### src/rtl/seq_div_signed_pkg.sv
// Shared types and sizing helpers for the sequential signed/unsigned divider.
package div_pkg;

    typedef enum logic [1:0] {
        IDLE,
        CALC,
        FIX
    } state_t;

    localparam int DEF_M = 16;
    localparam int DEF_N = 16;

    function automatic int cnt_width(input int w);
        return $clog2(w);
    endfunction

    localparam int CNT_W = cnt_width(DEF_M);

endpackage

### src/rtl/seq_div_signed_if.sv
// Request/result bundle between a divider client (master) and the divider (slave).
interface seq_div_signed_if #(
    parameter int m = 16,
    parameter int n = 16
);
    logic         start;
    logic         sgn;
    logic [m-1:0] a;
    logic [n-1:0] b;
    logic         busy;
    logic         done;
    logic [m-1:0] q;
    logic [n-1:0] r;
    logic         dz;

    modport master (
        output start, sgn, a, b,
        input  busy, done, q, r, dz
    );

    modport slave (
        input  start, sgn, a, b,
        output busy, done, q, r, dz
    );
endinterface

### src/rtl/seq_div_signed_step.sv
// One combinational restoring-division step: shift in a dividend bit, trial-subtract the divisor.
module div_step #(
    parameter int n = 16
) (
    input  logic [n:0]   rem,
    input  logic         din,
    input  logic [n-1:0] dvsr,
    output logic [n:0]   rem_next,
    output logic         qbit
);
    logic [n:0]   shifted;
    logic [n+1:0] diff;
    logic         unused_rem_msb;

    // The partial remainder is always below the divisor, so its top bit is never set
    // going in; the extra bit only holds the shifted-out carry.
    assign unused_rem_msb = rem[n];

    always_comb begin
        shifted  = {rem[n-1:0], din};
        diff     = {1'b0, shifted} - {2'b00, dvsr};
        qbit     = ~diff[n+1];
        rem_next = qbit ? diff[n:0] : shifted;
    end
endmodule

### src/rtl/seq_div_signed.sv
// Radix-2 restoring divider, one quotient bit per clock, with signed fix-up and divide-by-zero path.
module seq_div_signed
    import div_pkg::*;
#(
    parameter int m = DEF_M,
    parameter int n = DEF_N
) (
    input  logic           clk,
    input  logic           rst,
    seq_div_signed_if.slave bus
);
    localparam int CW = cnt_width(m);

    state_t        state_reg;
    logic          sa_reg, sb_reg, zero_reg;
    logic [m-1:0]  dvd_reg, quot_reg, q_reg;
    logic [n-1:0]  dvsr_reg, r_reg;
    logic [n:0]    rem_reg;
    logic [CW-1:0] cnt_reg;
    logic          busy_reg, done_reg, dz_reg;

    logic          sa_in, sb_in;
    logic [m-1:0]  a_mag;
    logic [n-1:0]  b_mag;
    logic [n:0]    rem_next;
    logic          qbit;

    always_comb begin
        sa_in = bus.sgn & bus.a[m-1];
        sb_in = bus.sgn & bus.b[n-1];
        a_mag = sa_in ? -bus.a : bus.a;
        b_mag = sb_in ? -bus.b : bus.b;
    end

    div_step #(.n(n)) u_step (
        .rem      (rem_reg),
        .din      (dvd_reg[m-1]),
        .dvsr     (dvsr_reg),
        .rem_next (rem_next),
        .qbit     (qbit)
    );

    always_ff @(posedge clk or posedge rst) begin
        if (rst) begin
            state_reg <= IDLE;
            sa_reg    <= 1'b0;
            sb_reg    <= 1'b0;
            zero_reg  <= 1'b0;
            dvd_reg   <= '0;
            quot_reg  <= '0;
            dvsr_reg  <= '0;
            rem_reg   <= '0;
            cnt_reg   <= '0;
            q_reg     <= '0;
            r_reg     <= '0;
            busy_reg  <= 1'b0;
            done_reg  <= 1'b0;
            dz_reg    <= 1'b0;
        end else begin
            done_reg <= 1'b0;
            case (state_reg)
                IDLE: begin
                    if (bus.start) begin
                        busy_reg <= 1'b1;
                        sa_reg   <= sa_in;
                        sb_reg   <= sb_in;
                        rem_reg  <= '0;
                        quot_reg <= '0;
                        cnt_reg  <= CW'(m - 1);
                        dvsr_reg <= b_mag;
                        if (bus.b == '0) begin
                            // Keep the raw dividend: its low bits become the remainder.
                            zero_reg  <= 1'b1;
                            dvd_reg   <= bus.a;
                            state_reg <= FIX;
                        end else begin
                            zero_reg  <= 1'b0;
                            dvd_reg   <= a_mag;
                            state_reg <= CALC;
                        end
                    end
                end
                CALC: begin
                    rem_reg  <= rem_next;
                    dvd_reg  <= {dvd_reg[m-2:0], 1'b0};
                    quot_reg <= {quot_reg[m-2:0], qbit};
                    if (cnt_reg == '0) begin
                        state_reg <= FIX;
                    end else begin
                        cnt_reg <= cnt_reg - 1'b1;
                    end
                end
                FIX: begin
                    done_reg  <= 1'b1;
                    busy_reg  <= 1'b0;
                    state_reg <= IDLE;
                    if (zero_reg) begin
                        q_reg  <= '1;
                        r_reg  <= dvd_reg[n-1:0];
                        dz_reg <= 1'b1;
                    end else begin
                        // Truncating division: remainder follows the dividend's sign.
                        q_reg  <= (sa_reg ^ sb_reg) ? -quot_reg : quot_reg;
                        r_reg  <= sa_reg ? -rem_reg[n-1:0] : rem_reg[n-1:0];
                        dz_reg <= 1'b0;
                    end
                end
                default: state_reg <= IDLE;
            endcase
        end
    end

    assign bus.busy = busy_reg;
    assign bus.done = done_reg;
    assign bus.q    = q_reg;
    assign bus.r    = r_reg;
    assign bus.dz   = dz_reg;
endmodule

### src/flat_wrapper.sv
// flat-port wrapper written by rule: the top's interface ports become plain ports
module seq_div_signed_flat import div_pkg::*;
#(
    parameter int m = DEF_M,
    parameter int n = DEF_N
)
  (clk, rst, bus_start, bus_sgn, bus_a, bus_b, bus_busy, bus_done, bus_q, bus_r, bus_dz);
  seq_div_signed_if #(.m(m), .n(n)) bus_i ();
  input  logic clk;
  input  logic rst;
  input wire logic [$bits(bus_i.start)-1:0] bus_start;
  input wire logic [$bits(bus_i.sgn)-1:0] bus_sgn;
  input wire logic [$bits(bus_i.a)-1:0] bus_a;
  input wire logic [$bits(bus_i.b)-1:0] bus_b;
  output wire logic [$bits(bus_i.busy)-1:0] bus_busy;
  output wire logic [$bits(bus_i.done)-1:0] bus_done;
  output wire logic [$bits(bus_i.q)-1:0] bus_q;
  output wire logic [$bits(bus_i.r)-1:0] bus_r;
  output wire logic [$bits(bus_i.dz)-1:0] bus_dz;
  assign bus_i.start = bus_start;
  assign bus_i.sgn = bus_sgn;
  assign bus_i.a = bus_a;
  assign bus_i.b = bus_b;
  assign bus_busy = bus_i.busy;
  assign bus_done = bus_i.done;
  assign bus_q = bus_i.q;
  assign bus_r = bus_i.r;
  assign bus_dz = bus_i.dz;
  seq_div_signed #(.m(m), .n(n)) u_core (.clk(clk), .rst(rst), .bus(bus_i));
endmodule
### config.mk
export PLATFORM = sky130hd
export DESIGN_NAME = seq_div_signed_flat
export DESIGN_NICKNAME = d
export VERILOG_FILES = /design/src/rtl/seq_div_signed_pkg.sv /design/src/rtl/seq_div_signed_if.sv /design/src/rtl/seq_div_signed_step.sv /design/src/rtl/seq_div_signed.sv /design/src/flat_wrapper.sv
export SDC_FILE = /design/constraint.sdc
export NUM_CORES = 1
export LEC_CHECK = 0
export ABC_AREA = 1
export CORE_MARGIN = 2
export CORE_UTILIZATION = 45
export CTS_BUF_LIST = sky130_fd_sc_hd__clkbuf_4 sky130_fd_sc_hd__clkbuf_8
export DETAILED_ROUTE_END_ITERATION = 10
export PLACE_DENSITY_LB_ADDON = 0.05
export SLEW_MARGIN = 0
export SYNTH_ARGS = -nofsm -noshare
export SYNTH_HDL_FRONTEND = slang
export SYNTH_HIERARCHICAL = 1
export SYNTH_SLANG_ARGS = --single-unit
export TNS_END_PERCENT = 1
### constraint.sdc
create_clock -name clk -period 11.56 [get_ports clk]
set_clock_uncertainty 0.2 [all_clocks]
set_input_delay 2.312 -clock clk [delete_from_list [all_inputs] [get_ports clk]]
set_output_delay 2.312 -clock clk [all_outputs]
set_load 0.02 [all_outputs]
; Yosys cells after proc, flatten, opt, wreduce, memory -nomap -nowiden
; Index checks and enable logic that the tools add are counted.
[totals]
input_bits = 36
wordCells = 65
ff_bits = 108
output_inout_bits = 35
[classes]
bitwise = 4
n_eq_ne = 5
reduce_logical = 10
add_sub_neg = 6
n_mux = 26
[op_table]
columns = op, n
row1 = 2-to-1 mux 16 bit, 11
row2 = case mux 16 bit (2 select lines), 3
row3 = negator 16 bit, 4
row4 = subtractor 17 x 16 -> 18 bit, 1
row5 = zero test 16 bit, 1
row6 = 2-to-1 mux 4 bit, 2
row7 = case mux 4 bit (2 select lines), 1
row8 = AND reduction 2 bit, 4
row9 = 2-to-1 mux 2 bit, 3
row10 = zero test 4 bit, 1
row11 = 2-to-1 mux 1 bit, 4
row12 = "inequality test 2 bit, second input constant", 2
row13 = case mux 2 bit (2 select lines), 1
row14 = nonzero test 2 bit, 2
row15 = "subtractor 4 x 1 -> 4 bit, second input constant", 1
row16 = AND reduction 3 bit, 1
row17 = AND 1 bit, 2
row18 = "== test 2 x 1 -> 1 bit, second input constant", 1
row19 = "== test 2 bit, second input constant", 1
row20 = zero test 2 bit, 1
row21 = "inequality test 2 x 1 -> 1 bit, second input constant", 1
row22 = case mux 1 bit (2 select lines), 1
row23 = inverter 1 bit, 1
row24 = XOR 1 bit, 1

; Longest topological paths before layout
[depth]
depth_word = 5
ltp_mapped = 15
mapped_depth_nobuf = 15

; Modules after synthesis
; Netlist, hierarchy kept.
[by_module_without_submodules]
columns = mod, seq_area_each_um2, area_per_inst_um2, cells_per_inst, n_inst
row1 = seq_div_signed, 2727.6, 5997.0, 810, 1
row2 = div_step, 0.0, 1398.8, 274, 1

; Least setup slack after synthesis
; OpenSTA, ideal clock, no wires.
[synth_path]
path_type = input to register
start = input port bus_b[0]
end = register u_core.dvd_reg[6]
stages = 10
arrival_time_ns = 3.394
path_slack_ns = 7.844
t_required_ns = 11.239
n_path_buf = 1
setup_ns = 0.121
path_cell_list = inv_1 -> ha_1 -> nand3_2 -> nor2_2 -> nand3b_2 -> buf_2 -> nand3_1 -> nand2_1 -> nand3_1 -> nand2_1
[synth_between]
elab_chain_len = 4
[synth_rtl]
columns = item, line
row1 = start: declaration, flat_wrapper.sv:14  ; input wire logic [$bits(bus_i.b)-1:0] bus_b;
row2 = zero test 16 bit, seq_div_signed.sv:71  ; if (bus.b == '0) begin
row3 = 2-to-1 mux 16 bit, seq_div_signed.sv:71
row4 = 2-to-1 mux 16 bit, seq_div_signed.sv:63  ; if (bus.start) begin
row5 = case mux 16 bit (2 select lines), seq_div_signed.sv:61  ; case (state_reg)
row6 = end signal: assignment, seq_div_signed.sv:74  ; dvd_reg <= bus.a;
row7 = end signal: assignment, seq_div_signed.sv:78  ; dvd_reg <= a_mag;
row8 = end signal: assignment, seq_div_signed.sv:85  ; dvd_reg <= {dvd_reg[m-2:0], 1'b0};
row9 = end: declaration, seq_div_signed.sv:16  ; logic [m-1:0] dvd_reg, quot_reg, q_reg;
; No other way between the ends. The select of a mux whose other input is x is not followed.
; A chain may end at the register's enable or synchronous reset.

; Worst setup path in the final report
[layout_path]
start = input port bus_start
end = register u_core.rem_reg[14]
[layout_between]
elab_chain_len = 2
[layout_rtl]
columns = item, line
row1 = start: declaration, flat_wrapper.sv:11  ; input wire logic [$bits(bus_i.start)-1:0] bus_start;
row2 = inequality test 2 bit (no line), --
row3 = AND reduction 2 bit (no line), --
row4 = end signal: assignment, seq_div_signed.sv:84  ; rem_reg <= rem_next;
row5 = end: declaration, seq_div_signed.sv:18  ; logic [n:0] rem_reg;
; No other way between the ends.

==> impl_metrics.yaml <==
status:
  status: "completed"
worst_setup_path:
  worstSetupEndpointType: "register"
  r2r_end: "u_core/rem_reg[14]"
  worstSetupStartpointType: "input pin"
  timing.rr.start: "u_core/state_reg[0]"
  crit_top_cell: "inv_2"
  regToRegSetupSlack_ns: 8.73
  cp_data_arrival_time_ns: 4.70
  worstPathMaxFanout: 34
  slowest_stage: "inv_2"
  cp_slowest_stage_delay_ns: 0.63
  crit_required_ns: 11.62
  reg2reg_depth: 6
  critical_path_class: "input pin to register"
  critical_path.top_delay_family: "buffers and inverters"
  crit_chain: "clkdlybuf4s50_1 -> nand3_2 -> inv_2 -> nor2_8 -> inv_2 -> o21ai_0"
  cp_num_buf_inv: 3
sta:
  drv_slew: 0
  max_freq_ghz: 0.216
  slew_headroom_pct: 48.6
  worst_pin_slew_ns: 0.771
  layout_setup_ws_ns: 6.92
  report.final.hold_viol_count: 0
  fin_crit_sh_pct: 40.1
  grt_setup_unrepaired: "false"
  fin_setup_tns_ns: 0
  timing.hold.ws_ns: 0.283
  period_needed_ns: 4.64
  finalSetupViolCount: 0
floorplan:
  ios: 71
  core-area_um2: 15900
  die-area_um2: 17300
  die_w_um: 131
  initial_core_util_pct: 46.0
  die_h_um: 131
  rows: 46
final_layout:
  areaGrowthSynthToFinish_pct: 14.2
  nNetsFinal: 1178
  num-fill-cells: 1660
  drive_gt1_share_pct: 5.42
  antenna_cells: 0
clock_tree:
  clockBufferDepth: 2
  ctsHoldBuffers: 0
  clk_pin_slew_ns: 0.11
  tritoncts: "done"
  cts-root-buf: "clkbuf_8"
  cts_resized: 0
  insertion_delay_ns: 0.39
  cts_buffers: 9
  clock_sinks: 108
  cts_setup_buffers: 0
  htreeDepth: 3
synth:
  synth_warnings: 6
  syn_avg_cell_area_um2: 6.83
  synth_area_um2: 7310
  netlist_instances: 1070
  synth_fp_nets: 1128
grt:
  grt_max_degree: 62
  overflow: 0
  grt_pass1_vias: 6389
  antenna_found_initial: 0
  gr-usage-all-layers_pct: 22.5
  grt_pass1_wl_um: 32000
pwr:
  peakVddDrop_mv: 0.0987
  p_total_uw: 2540
  p_per_area_nw_per_um2: 304
  p_leak_uw: 0.00428
drt:
  vias: 6811
  dr.pass1.iters: 5
  drt_iter0_markers: 433
  ant_nets: 0
  wl_per_cell_um: 13.8
  drcViolationCount: 0
  routed_wl_um: 18500
  via_per_inst: 5.08
job:
  cap_violations: 0
place:
  portBuffers: 70
  dp_hpwl_um: 14100
  place_ws_ns: 6.46
  place_congestion: 0.876
min_path:
  hold_path_end: "u_core/bus.busy"
  hp-class: "register to register"
  hold_depth: 2
  hp-start: "u_core/bus.busy"
-- per-stage QoR --
step                utilization (%)  instance area [um^2]  std cells
floorplan                         -                  7310       1070
global placement               51.2                  8140       1325
detailed placement             51.2                  8140       1325
CTS                            52.5                  8350       1341
global route                   52.5                  8350       1341
finish                         52.5                  8350       1341
-- cell type report --
class                      instances  area [um^2]  share of cell area (%)
clock inverter                     7         86.3                    1.03
clock buffer                       9          124                    1.48
tap                              216          270                    3.24
sequential                       108         2700                    32.4
timing repair buffer              71          708                    8.49
inverter                         155          584                    7.00
multi-input combinational        775         3870                    46.4
-- layout by cell type (no fill, tap or decap), types with 19 or more instances in the layout --
cell type	n
nand2_1	341
inv_1	139
nand3_1	117
dfrtp_1	108
nor2_1	87
clkdlybuf4s50_1	70
o21ai_0	40
ha_1	21
o21ai_1	19
-- power breakdown --
group,switching (uW),internal [uW]
clock network,143,104
registers,154,549
logic,1010,577
-- metal layers --
metal  vias up  track usage, %  part of all wire (%)
met2       127            35.3                    44
met3        14            2.08                   3.0
met1      3136            33.7                    52
li1       3534               -                     -
met5         -               0                     0
met4         0            5.19                   1.1
-- worst reg2reg max path, delay by kind of cell, from the launching register on --
family / cells / cell delay, ns
AND/OR/NAND/NOR: 2 / 0.63
buffers and inverters: 3 / 1.26
AO/OA/AOI/OAI: 1 / 0.19
flip-flops: 1 / 0.43
-- worst max-delay path by stage --
stage	start	to	slack (ns)	cells after the start
floorplan	rst	u_core/bus.busy	6.20	1
global placement	bus_start	u_core/rem_reg[14]	6.51	6
detailed placement	bus_start	u_core/rem_reg[14]	6.46	6
CTS	bus_start	u_core/rem_reg[14]	6.88	6
global route	bus_start	u_core/rem_reg[15]	6.63	6
finish	bus_start	u_core/rem_reg[14]	6.92	6
Power figures use the tool's default switching activity.
